## src/rtl/dram_wb_arbiter_pkg.sv

```systemverilog
// dram_arb_pkg: shared types for the DRAM Wishbone arbiter.
//   arb_state_t : arbiter FSM states (IDLE, WAIT, RESP).
//   TMO_CNT_W   : width of the watchdog counter (DRAM_ARB_TIMEOUT_EN builds).
package dram_arb_pkg;

    typedef enum logic [1:0] {
        IDLE = 2'd0,
        WAIT = 2'd1,
        RESP = 2'd2
    } arb_state_t;

    // Covers TIMEOUT_CYCLES up to 65536.
    localparam int unsigned TMO_CNT_W = 16;

endpackage

```

## src/rtl/dram_wb_arbiter_if.sv

```systemverilog
// dram_wb_arbiter_if: requester-side bus of the DRAM arbiter.
//   cyc_i/stb_i/we_i : per-requester cycle, strobe and write enable (bit k = requester k)
//   addr_i/data_i    : packed per-requester address and write data (slice k = requester k)
//   data_o           : read data, broadcast to every requester
//   ack_o            : one-hot acknowledge
// Signal names follow the arbiter's point of view. Modport slave is the arbiter,
// modport master is the requester side.
interface dram_wb_arbiter_if #(
    parameter int unsigned NUM_MASTERS = 2,
    parameter int unsigned WORD_SIZE   = 256,
    parameter int unsigned ADDR_WIDTH  = 32
);
    logic [NUM_MASTERS-1:0]            cyc_i;
    logic [NUM_MASTERS-1:0]            stb_i;
    logic [NUM_MASTERS-1:0]            we_i;
    logic [NUM_MASTERS*ADDR_WIDTH-1:0] addr_i;
    logic [NUM_MASTERS*WORD_SIZE-1:0]  data_i;
    logic [WORD_SIZE-1:0]              data_o;
    logic [NUM_MASTERS-1:0]            ack_o;

    modport master (
        output cyc_i, stb_i, we_i, addr_i, data_i,
        input  data_o, ack_o
    );

    modport slave (
        input  cyc_i, stb_i, we_i, addr_i, data_i,
        output data_o, ack_o
    );
endinterface

```

## src/rtl/dram_wb_arbiter_rr_pick.sv

```systemverilog
// rr_pick: combinational round-robin selector.
//   req_i   : request vector, one bit per requester
//   last_i  : index of the previous owner; scanning starts at last_i+1 (mod NUM)
//   valid_o : at least one request present
//   index_o : first requesting index found by the scan
module rr_pick #(
    parameter int unsigned NUM   = 2,
    parameter int unsigned IDX_W = $clog2(NUM)
) (
    input  logic [NUM-1:0]   req_i,
    input  logic [IDX_W-1:0] last_i,
    output logic             valid_o,
    output logic [IDX_W-1:0] index_o
);

    always_comb begin
        logic        found;
        int unsigned cand;
        found   = 1'b0;
        cand    = 0;
        index_o = '0;
        // i = NUM wraps back to last_i itself, so a lone persistent requester is re-granted.
        for (int unsigned i = 1; i <= NUM; i++) begin
            cand = (32'(last_i) + i) % NUM;
            if (!found && req_i[cand[IDX_W-1:0]]) begin
                found   = 1'b1;
                index_o = cand[IDX_W-1:0];
            end
        end
        valid_o = found;
    end

endmodule

```

## src/rtl/dram_wb_arbiter.sv

```systemverilog
// dram_wb_arbiter: round-robin arbiter sharing the DRAM wrapper's single Wishbone port.
//   sys_clk, rst_n   : clock, synchronous active-low reset
//   initialized_i    : wrapper calibration done; no request is issued before it
//   bus (slave)      : requester-side cyc/stb/we/addr/data in, data_o/ack_o out
//   m_cyc_o..m_ack_i : wrapper-side Wishbone port
//   grant_o          : index of the current or last owner
//   timeout_o        : sticky watchdog flag
// Optional feature macro: DRAM_ARB_TIMEOUT_EN (WAIT watchdog of TIMEOUT_CYCLES cycles).
// Without it WAIT is unbounded and timeout_o is tied low.
module dram_wb_arbiter
    import dram_arb_pkg::*;
#(
    parameter int unsigned NUM_MASTERS    = 2,
    parameter int unsigned WORD_SIZE      = 256,
    parameter int unsigned ADDR_WIDTH     = 32,
    parameter int unsigned TIMEOUT_CYCLES = 1024
) (
    input  logic                           sys_clk,
    input  logic                           rst_n,
    input  logic                           initialized_i,
    dram_wb_arbiter_if.slave               bus,
    output logic                           m_cyc_o,
    output logic                           m_stb_o,
    output logic                           m_we_o,
    output logic [ADDR_WIDTH-1:0]          m_addr_o,
    output logic [WORD_SIZE-1:0]           m_data_o,
    input  logic [WORD_SIZE-1:0]           m_data_i,
    input  logic                           m_ack_i,
    output logic [$clog2(NUM_MASTERS)-1:0] grant_o,
    output logic                           timeout_o
);

    localparam int unsigned GrantW = $clog2(NUM_MASTERS);

    if (NUM_MASTERS < 2 || NUM_MASTERS > 8 || TIMEOUT_CYCLES < 2 ||
        TIMEOUT_CYCLES > 2 ** TMO_CNT_W) begin : g_param_check
        $error("dram_wb_arbiter: unsupported parameter value");
    end

    logic [NUM_MASTERS-1:0] w_req;
    logic                   w_pick_valid;
    logic [GrantW-1:0]      w_pick_idx;

    arb_state_t             r_state, w_state_d;
    logic [GrantW-1:0]      r_last, w_last_d;
    logic [GrantW-1:0]      r_grant, w_grant_d;
    logic                   r_m_cyc, w_m_cyc_d;
    logic                   r_m_we, w_m_we_d;
    logic [ADDR_WIDTH-1:0]  r_m_addr, w_m_addr_d;
    logic [WORD_SIZE-1:0]   r_m_data, w_m_data_d;
    logic [WORD_SIZE-1:0]   r_data_o, w_data_o_d;
    logic [NUM_MASTERS-1:0] r_ack, w_ack_d;
`ifdef DRAM_ARB_TIMEOUT_EN
    logic [TMO_CNT_W-1:0]   r_tmo_cnt, w_tmo_cnt_d;
    logic                   r_timeout, w_timeout_d;
`endif

    assign w_req = bus.cyc_i & bus.stb_i;

    rr_pick #(
        .NUM   (NUM_MASTERS),
        .IDX_W (GrantW)
    ) u_rr_pick (
        .req_i   (w_req),
        .last_i  (r_last),
        .valid_o (w_pick_valid),
        .index_o (w_pick_idx)
    );

    always_comb begin
        w_state_d  = r_state;
        w_last_d   = r_last;
        w_grant_d  = r_grant;
        w_m_cyc_d  = r_m_cyc;
        w_m_we_d   = r_m_we;
        w_m_addr_d = r_m_addr;
        w_m_data_d = r_m_data;
        w_data_o_d = r_data_o;
        w_ack_d    = '0;
`ifdef DRAM_ARB_TIMEOUT_EN
        w_tmo_cnt_d = r_tmo_cnt;
        w_timeout_d = r_timeout;
`endif
        case (r_state)
            IDLE: begin
                if (initialized_i && w_pick_valid) begin
                    w_m_cyc_d  = 1'b1;
                    w_m_we_d   = bus.we_i[w_pick_idx];
                    w_m_addr_d = bus.addr_i[int'(w_pick_idx) * ADDR_WIDTH +: ADDR_WIDTH];
                    w_m_data_d = bus.data_i[int'(w_pick_idx) * WORD_SIZE +: WORD_SIZE];
                    w_last_d   = w_pick_idx;
                    w_grant_d  = w_pick_idx;
                    w_state_d  = WAIT;
`ifdef DRAM_ARB_TIMEOUT_EN
                    w_tmo_cnt_d = '0;
`endif
                end
            end
            WAIT: begin
                if (m_ack_i) begin
                    w_data_o_d = m_data_i;
                    w_m_cyc_d  = 1'b0;
                    // An owner that abandoned the cycle gets no ack; the access still completed.
                    w_ack_d[r_grant] = bus.cyc_i[r_grant];
                    w_state_d  = RESP;
                end
`ifdef DRAM_ARB_TIMEOUT_EN
                else if (r_tmo_cnt == TMO_CNT_W'(TIMEOUT_CYCLES - 1)) begin
                    w_data_o_d       = '0;
                    w_m_cyc_d        = 1'b0;
                    w_ack_d[r_grant] = 1'b1;
                    w_timeout_d      = 1'b1;
                    w_state_d        = RESP;
                end else begin
                    w_tmo_cnt_d = r_tmo_cnt + 1'b1;
                end
`endif
            end
            // Dead cycle lets the owner drop stb before the next arbitration.
            RESP:    w_state_d = IDLE;
            default: w_state_d = IDLE;
        endcase
    end

    always_ff @(posedge sys_clk) begin
        if (!rst_n) begin
            r_state  <= IDLE;
            r_last   <= GrantW'(NUM_MASTERS - 1);
            r_grant  <= '0;
            r_m_cyc  <= 1'b0;
            r_m_we   <= 1'b0;
            r_m_addr <= '0;
            r_m_data <= '0;
            r_data_o <= '0;
            r_ack    <= '0;
        end else begin
            r_state  <= w_state_d;
            r_last   <= w_last_d;
            r_grant  <= w_grant_d;
            r_m_cyc  <= w_m_cyc_d;
            r_m_we   <= w_m_we_d;
            r_m_addr <= w_m_addr_d;
            r_m_data <= w_m_data_d;
            r_data_o <= w_data_o_d;
            r_ack    <= w_ack_d;
        end
    end

`ifdef DRAM_ARB_TIMEOUT_EN
    always_ff @(posedge sys_clk) begin
        if (!rst_n) begin
            r_tmo_cnt <= '0;
            r_timeout <= 1'b0;
        end else begin
            r_tmo_cnt <= w_tmo_cnt_d;
            r_timeout <= w_timeout_d;
        end
    end
    assign timeout_o = r_timeout;
`else
    assign timeout_o = 1'b0;
`endif

    assign m_cyc_o    = r_m_cyc;
    assign m_stb_o    = r_m_cyc;
    assign m_we_o     = r_m_we;
    assign m_addr_o   = r_m_addr;
    assign m_data_o   = r_m_data;
    assign grant_o    = r_grant;
    assign bus.data_o = r_data_o;
    assign bus.ack_o  = r_ack;

endmodule

```

## src/flat_wrapper.sv

```systemverilog
// flat-port wrapper written by rule: the top's interface ports become plain ports
module dram_wb_arbiter_flat import dram_arb_pkg::*;
#(
    parameter int unsigned NUM_MASTERS    = 2,
    parameter int unsigned WORD_SIZE      = 256,
    parameter int unsigned ADDR_WIDTH     = 32,
    parameter int unsigned TIMEOUT_CYCLES = 1024
)
  (sys_clk, rst_n, initialized_i, m_cyc_o, m_stb_o, m_we_o, m_addr_o, m_data_o, m_data_i, m_ack_i, grant_o, timeout_o, bus_cyc_i, bus_stb_i, bus_we_i, bus_addr_i, bus_data_i, bus_data_o, bus_ack_o);
  dram_wb_arbiter_if #(.NUM_MASTERS(NUM_MASTERS), .WORD_SIZE(WORD_SIZE), .ADDR_WIDTH(ADDR_WIDTH)) bus_i ();
  input  logic sys_clk;
  input  logic rst_n;
  input  logic initialized_i;
  output logic m_cyc_o;
  output logic m_stb_o;
  output logic m_we_o;
  output logic [ADDR_WIDTH-1:0] m_addr_o;
  output logic [WORD_SIZE-1:0] m_data_o;
  input  logic [WORD_SIZE-1:0] m_data_i;
  input  logic m_ack_i;
  output logic [$clog2(NUM_MASTERS)-1:0] grant_o;
  output logic timeout_o;
  input wire logic [$bits(bus_i.cyc_i)-1:0] bus_cyc_i;
  input wire logic [$bits(bus_i.stb_i)-1:0] bus_stb_i;
  input wire logic [$bits(bus_i.we_i)-1:0] bus_we_i;
  input wire logic [$bits(bus_i.addr_i)-1:0] bus_addr_i;
  input wire logic [$bits(bus_i.data_i)-1:0] bus_data_i;
  output wire logic [$bits(bus_i.data_o)-1:0] bus_data_o;
  output wire logic [$bits(bus_i.ack_o)-1:0] bus_ack_o;
  assign bus_i.cyc_i = bus_cyc_i;
  assign bus_i.stb_i = bus_stb_i;
  assign bus_i.we_i = bus_we_i;
  assign bus_i.addr_i = bus_addr_i;
  assign bus_i.data_i = bus_data_i;
  assign bus_data_o = bus_i.data_o;
  assign bus_ack_o = bus_i.ack_o;
  dram_wb_arbiter #(.NUM_MASTERS(NUM_MASTERS), .WORD_SIZE(WORD_SIZE), .ADDR_WIDTH(ADDR_WIDTH), .TIMEOUT_CYCLES(TIMEOUT_CYCLES)) u_core (.sys_clk(sys_clk), .rst_n(rst_n), .initialized_i(initialized_i), .bus(bus_i), .m_cyc_o(m_cyc_o), .m_stb_o(m_stb_o), .m_we_o(m_we_o), .m_addr_o(m_addr_o), .m_data_o(m_data_o), .m_data_i(m_data_i), .m_ack_i(m_ack_i), .grant_o(grant_o), .timeout_o(timeout_o));
endmodule
```

## config.mk

```make
export PLATFORM = sky130hd
export DESIGN_NAME = dram_wb_arbiter_flat
export DESIGN_NICKNAME = d
export VERILOG_FILES = /design/src/rtl/dram_wb_arbiter_pkg.sv /design/src/rtl/dram_wb_arbiter_if.sv /design/src/rtl/dram_wb_arbiter_rr_pick.sv /design/src/rtl/dram_wb_arbiter.sv /design/src/flat_wrapper.sv
export SDC_FILE = /design/constraint.sdc
export NUM_CORES = 1
export LEC_CHECK = 0
export CAP_MARGIN = 40
export CORE_AREA = 3 3 542 544
export CTS_CLUSTER_SIZE = 24
export DETAILED_ROUTE_END_ITERATION = 12
export DIE_AREA = 0 0 545 547
export PLACE_DENSITY_LB_ADDON = 0.25
export SYNTH_ARGS = -nofsm -noshare
export SYNTH_HDL_FRONTEND = slang
export SYNTH_SLANG_ARGS = --single-unit
```

## constraint.sdc

```tcl
create_clock -name sys_clk -period 5.05 [get_ports sys_clk]
set_input_delay 1.01 -clock sys_clk [delete_from_list [all_inputs] [get_ports sys_clk]]
set_output_delay 1.01 -clock sys_clk [all_outputs]
set_load 0.05 [all_outputs]
```

==> flow_summary.ini, run 1 <==
[outcome]
outcome = completed

[synth]
async_reset_ff_frac = 0
synth_largest_area_cell = dfxtp_1
avgSynthCellArea_um2 = 9.803
ys_seq_elements = 552
ys_top_cells_by_count = 552 x dfxtp_1, 545 x a21boi_0, 514 x nand2_1
synth_nets = 3398
ys.flop_type = dfxtp_1
synth.area.top_cells = dfxtp_1 44%, a21boi_0 16%, o221a_1 13%
synth_edf_count = 0
synth_most_common_cell = dfxtp_1
yosysWarningCount = 0
syn_inst = 2556
ys_seq_area_frac = 0.4410
yosysUniqueCellTypes = 25
synth.cell_area_mm2 = 0.02506
synth_top_area_share = 0.4410

[finish]
post-route-util = 0.1609
drive_above_1_share = 0.06639
synthToLayoutAreaGrowth_pct = 86.35
final_nets = 4658

[sta]
clock_skew_ps = 27.61
hold_viol_final = 0
slew_viol_final = 0
worst_pin_slew_ps = 885.8
rsz0062_at_grt = false
setup_viol = 0
fmax_mhz = 302.4
fin_tns_setup_ps = 0
period_needed_ps = 3307
slew_headroom = 0.4095
post-route-period-util = 0.6548

[setup_path]
crit_cells = 1
cp.arrival_ps = 2300
cpLargestDelayFamily = buffers and inverters
cpPeakStageDelay_ps = 950
cp_num_buf_inv = 1
crit_type = flop to output pin
cp.required_ps = 4040
ff2ff_setup_slack_ps = 2610
cp_max_fo = 4
crit_chain = clkdlybuf4s50_1
critPathLaunchType = flop
endpoint = grant_o
r2r_cells = 6
timing.rr.end = u_core.m_data_o[191]
startpoint = u_core.grant_o
critPathCaptureType = output pin
r2r_start = u_core.r_state[1]
critPathSlowestCell = clkdlybuf4s50_1

[power]
power_mw = 14.23
power.leakage_nw = 14.73
p_per_area_mw_per_mm2 = 304.9
peakVddDrop_uv = 221.2

[clock_tree]
cts-root-buf = clkbuf_16
ctsHoldBuffers = 0
post_cts_buffers = 0
cts_tree = yes
cts_buffer_depth = 4
clk_pin_slew_ps = 60
cts_resized = 0
numCtsBuffers = 84
cts.sinks = 552
insertion_delay_ps = 780
cts_max_level = 3

[global_route]
grt_pass1_wl_mm = 244.2
grt_max_degree = 153
grt_usage = 0.1165
overflow = 0
grt_pass1_vias = 27587
antenna_found_initial = 35

[detailed_routing]
drtAntennaViolNets = 0
wl_per_cell_um = 23.75
drt-initial-drc-count = 1646
wl_mm = 184.9
viasPerCell = 3.455
vias = 26900
remaining_drc_errors = 0
drtPass1Iterations = 6

[floorplan]
coreArea_mm2 = 0.2901
start_util = 0.08637
rows = 198
die_area_mm2 = 0.2981
die_height_um = 547
chipWidth_um = 545
io_pins = 1393

[placement]
port_buffers = 1391
gp_congestion = 0.7940
dp_hpwl_mm = 143.2

[run]
drv_cap = 0

[min_path]
hold_path.class = flop to flop
-- routing by layer --
layer  vias up  track usage  share of wire
li1      12313            -              -
met1     13157       0.1269           0.38
met2      1239       0.2022           0.48
met3       179      0.05494           0.11
met4        12      0.02906          0.021
met5         -            0        0.00038
-- power by group --
group          internal [mW]  switching (mW)
logic                   1.47            1.93
clock network           3.61            2.44
registers               4.59           0.191
-- stage by stage --
step | worst slack, ps | instance area (um2) | std cells | hold WS [ps]
after CTS | 1528 | 46640 | 7770 | 465.5
after global placement | 1328 | 43210 | 7598 | 450.1
after detailed placement | 1321 | 43920 | 7629 | 457.5
after global routing | 1631 | 46680 | 7783 | 483.3
final | 1743 | 46690 | 7786 | 460.4
after floorplan | 2735 | 25060 | 2556 | 493.1
-- placed cells by master (no fill, tap or decap), drive strengths merged --
master	count
clkdlybuf4s50	1387
inv	1
and2	3
a22oi	1
clkbuf	124
nand3	3
diode	15
o21ai	2
clkinv	8
dfxtp	552
o221a	289
conb	1
or3b	1
and3b	3
o32a	1
buf	131
a21boi	545
nand3b	2
a311o	288
and3	2
clkinvlp	2
o21a	2
bufinv	6
nor2	1
nor3b	2
nand2	514
-- tightest hold or removal path, delay by kind of cell, from the launching register on --
kind               cells  cell delay [ps]
AOI/OAI and AO/OA      1               60
DFF                    1              310
and+or+nand+nor        1               40
-- flip-flops by register name, summed over array words and instances (netlist names) --
register           cells
u_core.m_addr_o       32
u_core.grant_o         1
u_core.bus.data_o    256
u_core.r_last          1
u_core.bus.ack_o       2
u_core.m_data_o      256
u_core.m_we_o          1
u_core.r_state         2
u_core.m_cyc_o         1
-- cell type report --
| cell class | count | area, um2 |
|---|---|---|
| antenna | 15 | 37.54 |
| fill | 32505 | 243400 |
| sequential | 552 | 11050 |
| clock buffer | 124 | 2422 |
| tap | 3900 | 4880 |
| clock inverter | 17 | 295.3 |
| multi-input combinational | 1660 | 12350 |
| timing repair buffer | 1518 | 15650 |
-- logic make-up (layout without fill, tap and decap cells) --
logic type,after synthesis,in the layout,synth area share
compound gates,1128,1128,0.4099
other cells,1,16,0.0001497
simple gates,531,531,0.08180
flops,552,552,0.4410
buf+inv,344,1659,0.06707
-- how the worst min path moves through the flow --
stage                                start                      to  slack [ps]  depth (start not counted)
finish              u_core.bus.data_o[167]  u_core.bus.data_o[167]         460                          2
global route         u_core.bus.data_o[15]   u_core.bus.data_o[15]         480                          2
CTS                 u_core.bus.data_o[167]  u_core.bus.data_o[167]         470                          2
detailed placement  u_core.bus.data_o[167]  u_core.bus.data_o[167]         460                          2
global placement    u_core.bus.data_o[241]  u_core.bus.data_o[241]         450                          2
floorplan                    u_core.r_last           u_core.r_last         490                          2
No activity file was read; power rests on OpenSTA's default activity.
==> inputs of run 2 (changes only) <==
==> constraint.sdc (replaced) <==
create_clock -name sys_clk -period 3.4 [get_ports sys_clk]
set_input_delay 0.68 -clock sys_clk [delete_from_list [all_inputs] [get_ports sys_clk]]
set_output_delay 0.68 -clock sys_clk [all_outputs]
set_load 0.05 [all_outputs]
==> run 2 against run 1 <==
Against the previous run: non-clock buffer count increased by 17; total power is 52% higher; critical endpoint is now m_data_o[33]; routed wire length rose by 0.60%; die area stayed put; critical path type unchanged; largest cell class unchanged.
==> flow_summary.ini, run 2 (same netlist as run 1, synthesis figures left out) <==
[global_route]
grt_usage = 0.1182
antenna_found_initial = 33
grt_pass1_wl_mm = 248.8
grt_pass1_vias = 27915
overflow = 0
grt_max_degree = 117

[sta]
post-route-period-util = 0.8743
worst_pin_slew_ps = 920.3
rsz0062_at_grt = false
fin_tns_setup_ps = 0
clock_skew_ps = 61.39
period_needed_ps = 2973
slew_headroom = 0.3845
setup_viol = 0
fmax_mhz = 336.4
hold_viol_final = 0
setup_slack_ps = 427.4
slew_viol_final = 0
holdWs_ps = 443.1

[finish]
layout_common_cells = 1367 x clkdlybuf4s50_1, 552 x dfxtp_1, 545 x a21boi_0, 514 x nand2_1, 288 x a311o_1
fill_cells = 32436
final_common_cell = clkdlybuf4s50_1
stdcell_area_mm2 = 0.04676
post-route-util = 0.1612
synthToLayoutAreaGrowth_pct = 86.62
final_nets = 4678
final_cells = 7811
drive_above_1_share = 0.07846
regArea_mm2 = 0.01105
multi_input_area_mm2 = 0.01235

[placement]
gp_congestion = 0.8094
dp_slack_ps = 91.71
port_buffers = 1391
dp_hpwl_mm = 144.6
dpl_cell_area_mm2 = 0.04382
place_inst = 7647

[detailed_routing]
viasPerCell = 3.449
drt-initial-drc-count = 1612
drtPass1Iterations = 5
remaining_drc_errors = 0
drtAntennaViolNets = 0
vias = 26943
wl_mm = 186.0
wl_per_cell_um = 23.81

[clock_tree]
cts_max_level = 3
cts_resized = 0
cts-root-buf = clkbuf_16
cts.sinks = 552
post_cts_buffers = 0
ctsHoldBuffers = 0
clk_pin_slew_ps = 60
cts_tree = yes
cts_buffer_depth = 4
numCtsBuffers = 87
insertion_delay_ps = 800

[outcome]
outcome = completed

[setup_path]
cp.required_ps = 2720
critPathCaptureType = output pin
critPathLaunchType = flop
crit_type = flop to output pin
cpPeakStageDelay_ps = 1110
cpLargestDelayFamily = buffers and inverters
cp.arrival_ps = 2290
crit_chain = clkdlybuf4s50_1
critPathSlowestCell = clkdlybuf4s50_1
cp_num_buf_inv = 1
cp_max_fo = 2

[floorplan]
chipWidth_um = 545
die_area_mm2 = 0.2981
rows = 198
io_pins = 1393
die_height_um = 547
coreArea_mm2 = 0.2901
start_util = 0.08637

[min_path]
hold_path.class = input pin to flop

[run]
drv_cap = 0

[power]
power_mw = 21.57
p_per_area_mw_per_mm2 = 461.2
power.leakage_nw = 14.89
peakVddDrop_uv = 327.4
==> run 2: cell count changes in the layout (fill, tap and decap cells not counted), sizes merged <==
| cell | delta |
|---|---|
| clkdlybuf4s50 | -20 |
| buf | +37 |
| clkinv | +4 |
| clkinvlp | -2 |
| diode | -4 |
| clkbuf | +10 |
==> run 2: power by group <==
group	switching [mW]	internal, mW
clock	3.74	5.72
combinational	2.86	2.15
sequential	0.276	6.82
==> run 2: layer usage <==
layer | share of wire | track usage | routed length [um] | up-vias
li1 | - | - | - | 12370
met1 | 0.38 | 0.1300 | 70680 | 13115
met2 | 0.47 | 0.1993 | 87850 | 1220
met3 | 0.12 | 0.05587 | 21760 | 220
met4 | 0.030 | 0.03870 | 5615 | 18
met5 | 0.00056 | 0 | 104 | -
==> run 2: final timing paths <==
kind	slack, ps	cells past startpoint	end	startpoint
worst max-delay path	430	1	m_data_o[33]	u_core.m_data_o[33]
worst min-delay path	440	3	u_core.bus.data_o[176]	m_data_i[176]
worst max register to register	1220	5	u_core.m_data_o[15]	u_core.r_state[1]
worst min register to register	460	2	u_core.bus.data_o[213]	u_core.bus.data_o[213]
==> run 2: cell type report <==
class | count | share of cell area
Tap cell | 3900 | 0.1044
Clock inverter | 19 | 0.006583
Antenna cell | 11 | 0.0005887
Clock buffer | 134 | 0.05571
Timing Repair Buffer | 1535 | 0.3322
Multi-Input combinational cell | 1660 | 0.2642
Sequential cell | 552 | 0.2363
==> inputs of run 3 (changes only) <==
--- a/config.mk
+++ b/config.mk
@@ -6,10 +6,10 @@
 export NUM_CORES = 1
 export LEC_CHECK = 0
 export CAP_MARGIN = 40
-export CORE_AREA = 3 3 542 544
+export CORE_AREA = 3 3 548 550
 export CTS_CLUSTER_SIZE = 24
 export DETAILED_ROUTE_END_ITERATION = 12
-export DIE_AREA = 0 0 545 547
+export DIE_AREA = 0 0 551 553
 export PLACE_DENSITY_LB_ADDON = 0.25
 export SYNTH_ARGS = -nofsm -noshare
 export SYNTH_HDL_FRONTEND = slang
==> run 3 against run 2 <==
Against the previous run: combinational power is 2% lower; core utilization is 0.48 points lower; via count is 0.48% higher; fmax is 0.44% higher; worst setup slack better by 13 ps; cell area is 0.89% lower; clock skew is 13 ps lower; first-iteration DRC count is 1.2% lower; largest power group unchanged.
==> flow_summary.ini, run 3 (same netlist as run 1, synthesis figures left out) <==
[outcome]
outcome = completed

[floorplan]
die_height_um = 553
rows = 200
start_util = 0.08457
io_pins = 1393
coreArea_mm2 = 0.2963
die_area_mm2 = 0.3047
chipWidth_um = 551

[setup_path]
cpLargestDelayFamily = buffers and inverters
critPathSlowestCell = clkdlybuf4s50_1
critPathLaunchType = flop
crit_chain = clkdlybuf4s50_1
cp_max_fo = 2
cp.required_ps = 2720
cp.arrival_ps = 2280
crit_type = flop to output pin
cpPeakStageDelay_ps = 1000
cp_num_buf_inv = 1
crit_cells = 1
r2r_cells = 5
critPathCaptureType = output pin

[clock_tree]
numCtsBuffers = 84
cts_tree = yes
cts_max_level = 3
post_cts_buffers = 0
cts_buffer_depth = 4
cts.sinks = 552
cts_resized = 0
clk_pin_slew_ps = 60
ctsHoldBuffers = 0
insertion_delay_ps = 760
cts-root-buf = clkbuf_16

[run]
drv_cap = 0

[min_path]
hold_path.class = input pin to flop
holdPathStages = 2

[placement]
dp_slack_ps = 397.2
port_buffers = 1391
place_inst = 7654
dpl_cell_area_mm2 = 0.04359
dp_hpwl_mm = 136.1
gp_congestion = 0.8321

[power]
peakVddDrop_uv = 385.7
internal_power_mw = 14.22
switchingPower_mw = 6.638
power_switching_share = 0.3182
seqPwrFrac = 0.341
p_clk_frac = 0.424
combPwrFrac = 0.235
power.leakage_nw = 14.61
p_per_area_mw_per_mm2 = 450.1
power_mw = 20.86

[sta]
hold_viol_final = 0
period_needed_ps = 2960
post-route-period-util = 0.8705
holdWs_ps = 348.9
setup_slack_ps = 440.3
slew_headroom = 0.4847
rsz0062_at_grt = false
worst_pin_slew_ps = 770.6
slew_viol_final = 0
fin_tns_setup_ps = 0
clock_skew_ps = 48.47
fmax_mhz = 337.9
setup_viol = 0

[global_route]
grt_pass1_wl_mm = 237.0
overflow = 0
grt_max_degree = 105
grt_pass1_vias = 28015
grt_usage = 0.1087
antenna_found_initial = 25

[finish]
final_nets = 4644
final_cells = 7810
final_common_cell = clkdlybuf4s50_1
synthToLayoutAreaGrowth_pct = 84.96
post-route-util = 0.1564
drive_above_1_share = 0.06741
stdcell_area_mm2 = 0.04634
layout_common_cells = 1373 x clkdlybuf4s50_1, 552 x dfxtp_1, 545 x a21boi_0, 514 x nand2_1, 288 x a311o_1

[detailed_routing]
drtPass1Iterations = 5
drt-initial-drc-count = 1593
vias = 27071
wl_per_cell_um = 22.58
drtAntennaViolNets = 0
wl_mm = 176.3
remaining_drc_errors = 0
viasPerCell = 3.466
run 3: final timing paths:
check | slack [ps] | end | from
setup / recovery | 440 | m_data_o[32] | u_core.m_data_o[32]
hold / removal | 350 | u_core.bus.data_o[141] | rst_n
setup reg to reg | 1220 | u_core.m_data_o[38] | u_core.r_last
hold reg to reg | 460 | u_core.bus.data_o[224] | u_core.bus.data_o[224]
run 3: power groups by stage:
stage	Clock (mW)	Sequential, mW	Combinational, mW
floorplan	0	8.32	1.31
global placement	0	7.25	4.96
detailed placement	0	7.25	4.95
CTS	9.24	7.12	4.98
global route	9.41	7.15	5.17
finish	8.85	7.11	4.90
run 3: per-layer routing:
metal	up-vias	GRT usage	part of all wire
met5	-	0	0.00056
met4	14	0.03187	0.025
met3	180	0.04663	0.11
met2	1296	0.1886	0.48
met1	13301	0.1194	0.38
li1	12280	-	-
run 3: area by class of cell:
type,instances,area [um2]
well taps,3939,4928
fillers,33391,249900
flip-flops and latches,552,11050
clock buffers,125,2466
clock inverters,16,234.0
diodes,14,35.03
multi-input cells,1660,12350
repair buffers,1504,15270
